### src/rtl/unstacker_pkg.sv
// Shared constants and FSM state type for the phrase-to-byte unstacker.
package unstacker_pkg;

   localparam int PHRASE_BITS      = 128;
   localparam int PIXEL_BITS       = 8;
   localparam int BYTES_PER_PHRASE = 16;
   localparam int IDX_BITS         = $clog2(BYTES_PER_PHRASE);
   localparam int ENTRY_BITS       = PHRASE_BITS + 1;

   localparam logic [IDX_BITS-1:0] LAST_IDX   = IDX_BITS'(BYTES_PER_PHRASE - 1);
   localparam logic [IDX_BITS-1:0] PENULT_IDX = IDX_BITS'(BYTES_PER_PHRASE - 2);

   typedef enum logic [0:0] {
      ST_IDLE  = 1'b0,
      ST_SHIFT = 1'b1
   } state_t;

endpackage

### src/rtl/phrase_fifo.sv
// Small FIFO of {tlast, phrase} entries; ready is derived purely from the occupancy register.
module phrase_fifo
   import unstacker_pkg::*;
#(
   parameter int BUF_DEPTH = 2
) (
   input  logic                  clk_in,
   input  logic                  rst_in,
   input  logic                  wr_valid,
   output logic                  wr_ready,
   input  logic [ENTRY_BITS-1:0] wr_data,
   output logic                  rd_valid,
   input  logic                  rd_en,
   output logic [ENTRY_BITS-1:0] rd_data
);

   localparam int PTR_W = $clog2(BUF_DEPTH);
   localparam int CNT_W = PTR_W + 1;
   localparam logic [CNT_W-1:0] DEPTH_C = CNT_W'(BUF_DEPTH);

   logic [ENTRY_BITS-1:0] mem_r [BUF_DEPTH];
   logic [PTR_W-1:0]      wr_ptr_r;
   logic [PTR_W-1:0]      rd_ptr_r;
   logic [CNT_W-1:0]      count_r;
   logic                  push_s;
   logic                  pop_s;

   assign wr_ready = (count_r < DEPTH_C);
   assign rd_valid = (count_r != {CNT_W{1'b0}});
   assign push_s   = wr_valid && wr_ready;
   assign pop_s    = rd_en && rd_valid;
   assign rd_data  = mem_r[rd_ptr_r];

   // Entry storage; contents are don't-care until written so no reset is needed.
   always_ff @(posedge clk_in) begin
      if (push_s) begin
         mem_r[wr_ptr_r] <= wr_data;
      end
   end

   // Pointers wrap naturally because the depth is a power of two.
   always_ff @(posedge clk_in or posedge rst_in) begin
      if (rst_in) begin
         wr_ptr_r <= {PTR_W{1'b0}};
         rd_ptr_r <= {PTR_W{1'b0}};
         count_r  <= {CNT_W{1'b0}};
      end else begin
         if (push_s) begin
            wr_ptr_r <= wr_ptr_r + PTR_W'(1);
         end
         if (pop_s) begin
            rd_ptr_r <= rd_ptr_r + PTR_W'(1);
         end
         case ({push_s, pop_s})
            2'b10:   count_r <= count_r + CNT_W'(1);
            2'b01:   count_r <= count_r - CNT_W'(1);
            default: count_r <= count_r;
         endcase
      end
   end

endmodule

### src/rtl/unstacker.sv
// Serializes 128-bit phrases into an LSB-first byte stream with frame tlast.
// Optional frame counter port enabled by defining UNSTACKER_STATS_EN.
module unstacker
   import unstacker_pkg::*;
#(
   parameter int BUF_DEPTH = 2
) (
   input  logic                   clk_in,
   input  logic                   rst_in,
   input  logic                   chunk_tvalid,
   output logic                   chunk_tready,
   input  logic [PHRASE_BITS-1:0] chunk_tdata,
   input  logic                   chunk_tlast,
   output logic                   pixel_tvalid,
   input  logic                   pixel_tready,
   output logic [PIXEL_BITS-1:0]  pixel_tdata,
   output logic                   pixel_tlast
`ifdef UNSTACKER_STATS_EN
   ,
   output logic [15:0]            frame_count
`endif
);

   state_t                  state_r;
   state_t                  state_nxt_s;
   logic [IDX_BITS-1:0]     idx_r;
   logic [PHRASE_BITS-1:0]  shift_r;
   logic                    phrase_last_r;
   logic                    tvalid_r;
   logic                    tlast_r;
   logic                    fifo_valid_s;
   logic [ENTRY_BITS-1:0]   fifo_data_s;
   logic                    xfer_s;
   logic                    at_last_s;
   logic                    load_s;
   logic                    shift_s;
   logic                    drain_s;

   phrase_fifo #(
      .BUF_DEPTH (BUF_DEPTH)
   ) u_fifo (
      .clk_in   (clk_in),
      .rst_in   (rst_in),
      .wr_valid (chunk_tvalid),
      .wr_ready (chunk_tready),
      .wr_data  ({chunk_tlast, chunk_tdata}),
      .rd_valid (fifo_valid_s),
      .rd_en    (load_s),
      .rd_data  (fifo_data_s)
   );

   assign xfer_s       = tvalid_r && pixel_tready;
   assign at_last_s    = (idx_r == LAST_IDX);
   assign pixel_tvalid = tvalid_r;
   assign pixel_tdata  = shift_r[PIXEL_BITS-1:0];
   assign pixel_tlast  = tlast_r;

   // FSM state register.
   always_ff @(posedge clk_in or posedge rst_in) begin
      if (rst_in) begin
         state_r <= ST_IDLE;
      end else begin
         state_r <= state_nxt_s;
      end
   end

   // Next state: leave SHIFT only when the final byte goes out with nothing queued.
   always_comb begin
      state_nxt_s = state_r;
      case (state_r)
         ST_IDLE: begin
            if (fifo_valid_s) state_nxt_s = ST_SHIFT;
            else              state_nxt_s = ST_IDLE;
         end
         ST_SHIFT: begin
            if (xfer_s && at_last_s && !fifo_valid_s) state_nxt_s = ST_IDLE;
            else                                       state_nxt_s = ST_SHIFT;
         end
         default: state_nxt_s = ST_IDLE;
      endcase
   end

   // Datapath controls; a last-byte transfer reloads in the same edge to avoid a bubble.
   always_comb begin
      load_s  = 1'b0;
      shift_s = 1'b0;
      drain_s = 1'b0;
      case (state_r)
         ST_IDLE: begin
            load_s = fifo_valid_s;
         end
         ST_SHIFT: begin
            if (xfer_s && at_last_s) begin
               load_s  = fifo_valid_s;
               drain_s = !fifo_valid_s;
            end else begin
               shift_s = xfer_s;
            end
         end
         default: begin
            load_s  = 1'b0;
            shift_s = 1'b0;
            drain_s = 1'b0;
         end
      endcase
   end

   // Shift register, byte index and registered stream outputs.
   always_ff @(posedge clk_in or posedge rst_in) begin
      if (rst_in) begin
         shift_r       <= {PHRASE_BITS{1'b0}};
         idx_r         <= {IDX_BITS{1'b0}};
         phrase_last_r <= 1'b0;
         tvalid_r      <= 1'b0;
         tlast_r       <= 1'b0;
      end else if (load_s) begin
         shift_r       <= fifo_data_s[PHRASE_BITS-1:0];
         phrase_last_r <= fifo_data_s[PHRASE_BITS];
         idx_r         <= {IDX_BITS{1'b0}};
         tvalid_r      <= 1'b1;
         tlast_r       <= 1'b0;
      end else if (shift_s) begin
         shift_r <= {{PIXEL_BITS{1'b0}}, shift_r[PHRASE_BITS-1:PIXEL_BITS]};
         idx_r   <= idx_r + IDX_BITS'(1);
         tlast_r <= (idx_r == PENULT_IDX) && phrase_last_r;
      end else if (drain_s) begin
         idx_r    <= {IDX_BITS{1'b0}};
         tvalid_r <= 1'b0;
         tlast_r  <= 1'b0;
      end else begin
         shift_r <= shift_r;
         idx_r   <= idx_r;
      end
   end

`ifdef UNSTACKER_STATS_EN
   // Completed-frame counter, wraps at 16 bits.
   always_ff @(posedge clk_in or posedge rst_in) begin
      if (rst_in) begin
         frame_count <= 16'h0000;
      end else if (xfer_s && tlast_r) begin
         frame_count <= frame_count + 16'h0001;
      end else begin
         frame_count <= frame_count;
      end
   end
`endif

endmodule

### config.mk
export PLATFORM = sky130hd
export DESIGN_NAME = unstacker
export DESIGN_NICKNAME = d
export VERILOG_FILES = /design/src/rtl/unstacker_pkg.sv /design/src/rtl/phrase_fifo.sv /design/src/rtl/unstacker.sv
export SDC_FILE = /design/constraint.sdc
export NUM_CORES = 1
export LEC_CHECK = 0
export ABC_AREA = 0
export CORE_MARGIN = 10
export CORE_UTILIZATION = 45
export CTS_BUF_LIST = sky130_fd_sc_hd__clkbuf_2
export CTS_CLUSTER_SIZE = 12
export DETAILED_ROUTE_END_ITERATION = 7
export PLACE_DENSITY = 0.68
export SYNTH_ARGS = -nofsm -noshare
export SYNTH_HDL_FRONTEND = slang
export SYNTH_HIERARCHICAL = 1
export SYNTH_SLANG_ARGS = --single-unit
### constraint.sdc
create_clock -name clk_in -period 12.8 [get_ports clk_in]
set_clock_uncertainty 0.2 [all_clocks]
set_input_delay 1.28 -clock clk_in [delete_from_list [all_inputs] [get_ports clk_in]]
set_output_delay 1.28 -clock clk_in [all_outputs]
set_load 0.03 [all_outputs]
# After elaboration in Yosys (flattened, before gate mapping)
# Memories as Yosys holds them, arrays and structs flattened.
# Index checks and enable logic that the tools add are counted.
[op_classes] multipliers=0 bitwise_logic=1 addsub=5 muxes=22 n_eq_ne=5 div_mod_pow=0 order_cmp=1 n_reduce_logical=13 shifts=0
[op_table] cell="2-to-1 mux 128 bit" n=2
[op_table] cell="2-to-1 mux 1 bit" n=14
[op_table] cell="2-to-1 mux 4 bit" n=3
[op_table] cell="equality test 4 bit (second input constant)" n=2
[op_table] cell="nonzero test 2 bit" n=4
[op_table] cell="logical AND 1 bit" n=6
[op_table] cell="adder 4 x 1 -> 4 bit (second input constant)" n=1
[op_table] cell="case mux 1 bit (2 select lines)" n=2
[op_table] cell="case mux 2 bit (2 select lines)" n=1
[op_table] cell="nonzero test 3 bit" n=1
[op_table] cell="adder 1 bit (second input constant)" n=2
[op_table] cell="adder 2 x 1 -> 2 bit (second input constant)" n=1
[op_table] cell="equality test 2 x 1 -> 1 bit (second input constant)" n=1
[op_table] cell="equality test 2 bit (second input constant)" n=1
[op_table] cell="less-than comparator 2 bit (second input constant)" n=1
[op_table] cell="!= test 2 x 1 -> 1 bit (second input constant)" n=1
[op_table] cell="AND reduction 2 bit" n=1
[op_table] cell="subtractor 2 x 1 -> 2 bit (second input constant)" n=1
[op_table] cell="logical NOT 1 bit" n=1
[op_table] cell="NOT 1 bit" n=1
[word_totals] latchBits=0 ram_bits=258 n_memories=1 inputBits=133 register_bits=140 rom_bits=0 output_inout_bits=11
[memory_table] memory="u_fifo.mem_r" words=2 width=129 rd=1 rd_ports_with_merged_regs=0 wr=1 line="phrase_fifo.sv:21" text="logic [ENTRY_BITS-1:0] mem_r [BUF_DEPTH];"

# Logic depth before layout (Yosys ltp)
[logic_depth] depth_word=7 ltp_mapped=11 ltp_nobuf=9

# Modules after synthesis
# The synthesis kept the hierarchy.
[modules_own_cells] module="phrase_fifo" seq_area_each_um2=7847.5 n_inst=1 cells_each=419 area_each_um2=9529.1
[modules_own_cells] module="unstacker" seq_area_each_um2=3403.3 n_inst=1 cells_each=622 area_each_um2=6286.0

# Worst setup path after synthesis
# No wires, ideal clock.
[synth_timing] kind="in2reg" startpoint="in chunk_tvalid" endpoint="mem u_fifo/mem_r[0][0] (netlist bit), enable pin" stages=2 path_slack_ps=5225 arrival_ps=6755 setup_time_ps=619 n_path_buf=0 path_cell_list="nand2_1 nor2_1"
[synth_via] elab_chain_len=3
[synth_lines] element="from (decl)" line="unstacker.sv:10" text="input logic chunk_tvalid,"
[synth_lines] element="logical AND 1 bit" line="phrase_fifo.sv:30" text="assign push_s = wr_valid && wr_ready;"
[synth_lines] element="2-to-1 mux 1 bit" line="phrase_fifo.sv:36" text="if (push_s) begin"
[synth_lines] element="2-to-1 mux 1 bit (implied by the code)" line="phrase_fifo.sv:37" text="mem_r[wr_ptr_r] <= wr_data;"
[synth_lines] element="to (decl)" line="phrase_fifo.sv:21"
# No other way between the ends.

# Final worst setup path
[layout_timing] startpoint="reg tvalid_r, in the netlist pixel_tvalid" endpoint="out pixel_tvalid"
[layout_rtl] element="from (decl)" line="unstacker.sv:29" text="logic tvalid_r;"
[layout_rtl] element="from (signal assigned)" line="unstacker.sv:114" text="tvalid_r <= 1'b0;"
[layout_rtl] element="from (signal assigned)" line="unstacker.sv:120" text="tvalid_r <= 1'b1;"
[layout_rtl] element="from (signal assigned)" line="unstacker.sv:128" text="tvalid_r <= 1'b0;"
[layout_rtl] element="to (decl)" line="unstacker.sv:14" text="output logic pixel_tvalid,"
# No word-level cell between the ends.

==> results.md <==
* Via count at 9207
* Via/cell ratio at 5.258
* Worst ir drop on vdd at 0.00005110 V
* Critical path capture point type: output port
* I/O Buffers at 143
* Mapped Nets at 1177
* Number of global-route vias before repair at 9637
* Drt drc at 0
* Sequential share of the synthesized area at 71.14%
* CP delay by family, top: buffers and inverters
* Hold WC Path Type: reg2reg
* Syn Inst Count at 1041
* Final Hold Fails at 0
* Final instance area at 18280 sq um
* Pwr Density at 124.0 nW/um^2
* Slowest cell on the critical path: clkdlybuf4s50_1
* Worst slew margin relative to its limit at 22.07%
* Syn Area/Cell at 15.19 sq um
* Clk pwr share at 37.0%
* Row count at 68
* Syn. warnings at 6
* Maxcap violations at 0
* Netlist cell types at 36
* DR WL/cell at 19.22 um
* Final Max Tran Viols at 0
* CTS Buf Count at 96
* Gr ovfl total at 0
* Layout area overhead at 15.59%
* Die area at 43040 sq um
* DP HPWL at 19720 um
* Pre-Repair DR Iteration Count at 5
* Post-synth EDFFs at 258
* Final TNS setup at 0 ns
* Min Clock Period, post-route at 3.588 ns
* Status: finished, final reports clean
* Nets at 1348
* Final period util at 28.03%
* Setup violations, final at 0
* First-pass GRT wire length at 53500 um
* Clk sinks at 398
* Switching Fraction at 22.21%
* Initial Utilization at 45.67%
* Worst path arrival time at 2.11 ns
* RSZ-0062 raised after global routing: no
* Combinational Power Share at 2.6%
* Worst EP required at 11.32 ns
* Synth top area cells: edfxtp_1 49%, dfrtp_1 22%, mux2_2 9.2%
* Worst-Margin Slew at 1.165 ns
* Largest net degree at the start of global routing at 100
* Post-CTS Setup Inserts at 0
* Area leader, netlist: edfxtp_1
* Switching power total at 503.6 uW
* IO Pins at 144
* Crit path launch type: flop
* Clock Tree Buf Depth at 3
* Most common cell in the netlist: edfxtp_1
* Top cells by count, synth: 258 x edfxtp_1, 140 x dfrtp_1, 130 x nand3_1, 129 x mux2_2, 108 x nand2_1
* CTS root buf: clkbuf_2
* Crit path cell chain: clkdlybuf4s50_1
* Asr flop ratio synth at 35.18%
* Crit-path max FO at 6
* DRT iter0 DRCs at 573
* Gp weighted congestion at 0.7426
* CP bufs+invs at 1
* # hold bufs at CTS at 0
* Clk_lat worst skew at 0.89 ns
* CTS tree: yes
* Crit Path Category: reg2out
* Post-DRT Antenna Nets at 0
* Initial antenna violation count at 1
* Die X at 207.5 um
* Synth Cell Area at 15820 sq um
* Post-Route WL at 33650 um
* CTS H-Tree Depth at 3
* Layout cells sized above 1 at 24.71%
* F_max at 278.7 MHz
* Gr usage total at 15.35%
* Die Span Y at 207.5 um
* Top FF cell, synth: edfxtp_1
* Area share of the largest cell type after synthesis at 48.99%
* Leak Pwr at 0.007329 uW
* Post-cts resize count at 0
* Slowest stage delay, CP at 0.78 ns
* Clock Pin Slew Worst Setup and Hold Paths at 0.11 ns
* Internal power at 1764 uW
* Sequential share of power at 60.4%
* Core area at 34630 sq um
* Placed inst area at 17340 sq um
* Synthesized flop and latch total at 398
-- layout make-up --
cell class / instances / area, sq um
diodes: 1 / 2.502
clock buffers: 155 / 775.7
clock inverters: 26 / 160.2
fillers: 2944 / 16350
inverters: 7 / 31.28
multi-input cells: 557 / 3988
flip-flops and latches: 398 / 11250
well taps: 455 / 569.3
repair buffers: 152 / 1499
-- cells by family after synthesis --
kind of cell,synth area share (%)
DFF,71.14
muxes,11.03
xor gates and xnor gates,0.3323
AOI/OAI and AO/OA,6.139
adders and majority gates,0.2374
and+or+nand+nor,7.279
buffers and inverters,3.845
-- path summary, 6_finish.rpt --
path,startpoint,end,slack [ns],cells past startpoint
max,pixel_tvalid,pixel_tvalid,9.21,1
min,shift_r[111],shift_r[103],0.30,2
max reg2reg,u_fifo/count_r[1],u_fifo/mem_r[0][51],9.76,5
min reg2reg,shift_r[111],shift_r[103],0.30,2
max in group asynchronous,rst_in,shift_r[54],10.30,3
min in group asynchronous,rst_in,u_fifo/rd_ptr_r,0.55,2
-- power groups by stage --
stage / clock network (uW) / registers (uW) / logic (uW)
after floorplan: 0 / 1400 / 6.50
after global placement: 0 / 1400 / 58.9
after detailed placement: 0 / 1400 / 60.3
after CTS: 871 / 1370 / 60.7
after global routing: 941 / 1370 / 64.3
final: 839 / 1370 / 59.0
-- registers in the layout, summed over array words and instances (netlist names) --
name,flops
u_fifo/rd_ptr_r,1
pixel_tlast,1
state_r,1
shift_r,128
u_fifo/count_r,2
u_fifo/wr_ptr_r,1
idx_r,4
phrase_last_r,1
u_fifo/mem_r,258
pixel_tvalid,1
-- metal layers --
metal  up-vias  part of all wire (%)  GRT usage, %
met5         -                     0             0
met4         0                   1.1         4.591
met3        33                   5.6         4.227
met2       239                    48         23.91
met1      4618                    45         20.55
li1       4317                     -             -
-- cells in the final DEF (no fill, tap or decap), drive strengths merged, types with 2 or more instances in the layout --
cell           Yosys  final
edfxtp           258    258
clkbuf            16    155
clkdlybuf4s50      0    143
dfrtp            140    140
nand3            131    131
mux2             130    130
nand2            109    109
a22oi             92     92
o21ai             42     42
mux2i             28     28
clkinv             0     22
buf               63      9
inv                7      7
xnor2              4      4
ha                 3      3
nor2               3      3
and2               3      3
xor2               2      2
clkinvlp           0      2
bufinv             0      2
and3               2      2
o22ai              2      2
-- metrics by stage --
step                      setup WS, ns  hold WS (ns)  power (uW)  instances  util, %
after CTS                        9.096        0.2953        2301       1750    52.78
after detailed placement         8.437        0.2847        1458       1569    50.08
after floorplan                  5.225        0.2582        1405       1041        -
after global routing             9.065        0.3331        2375       1751    52.79
after global placement           8.456        0.2798        1456       1569    50.08
final                            9.212        0.2978        2267       1751    52.79
Note: power is estimated with default switching activity, not from simulation.
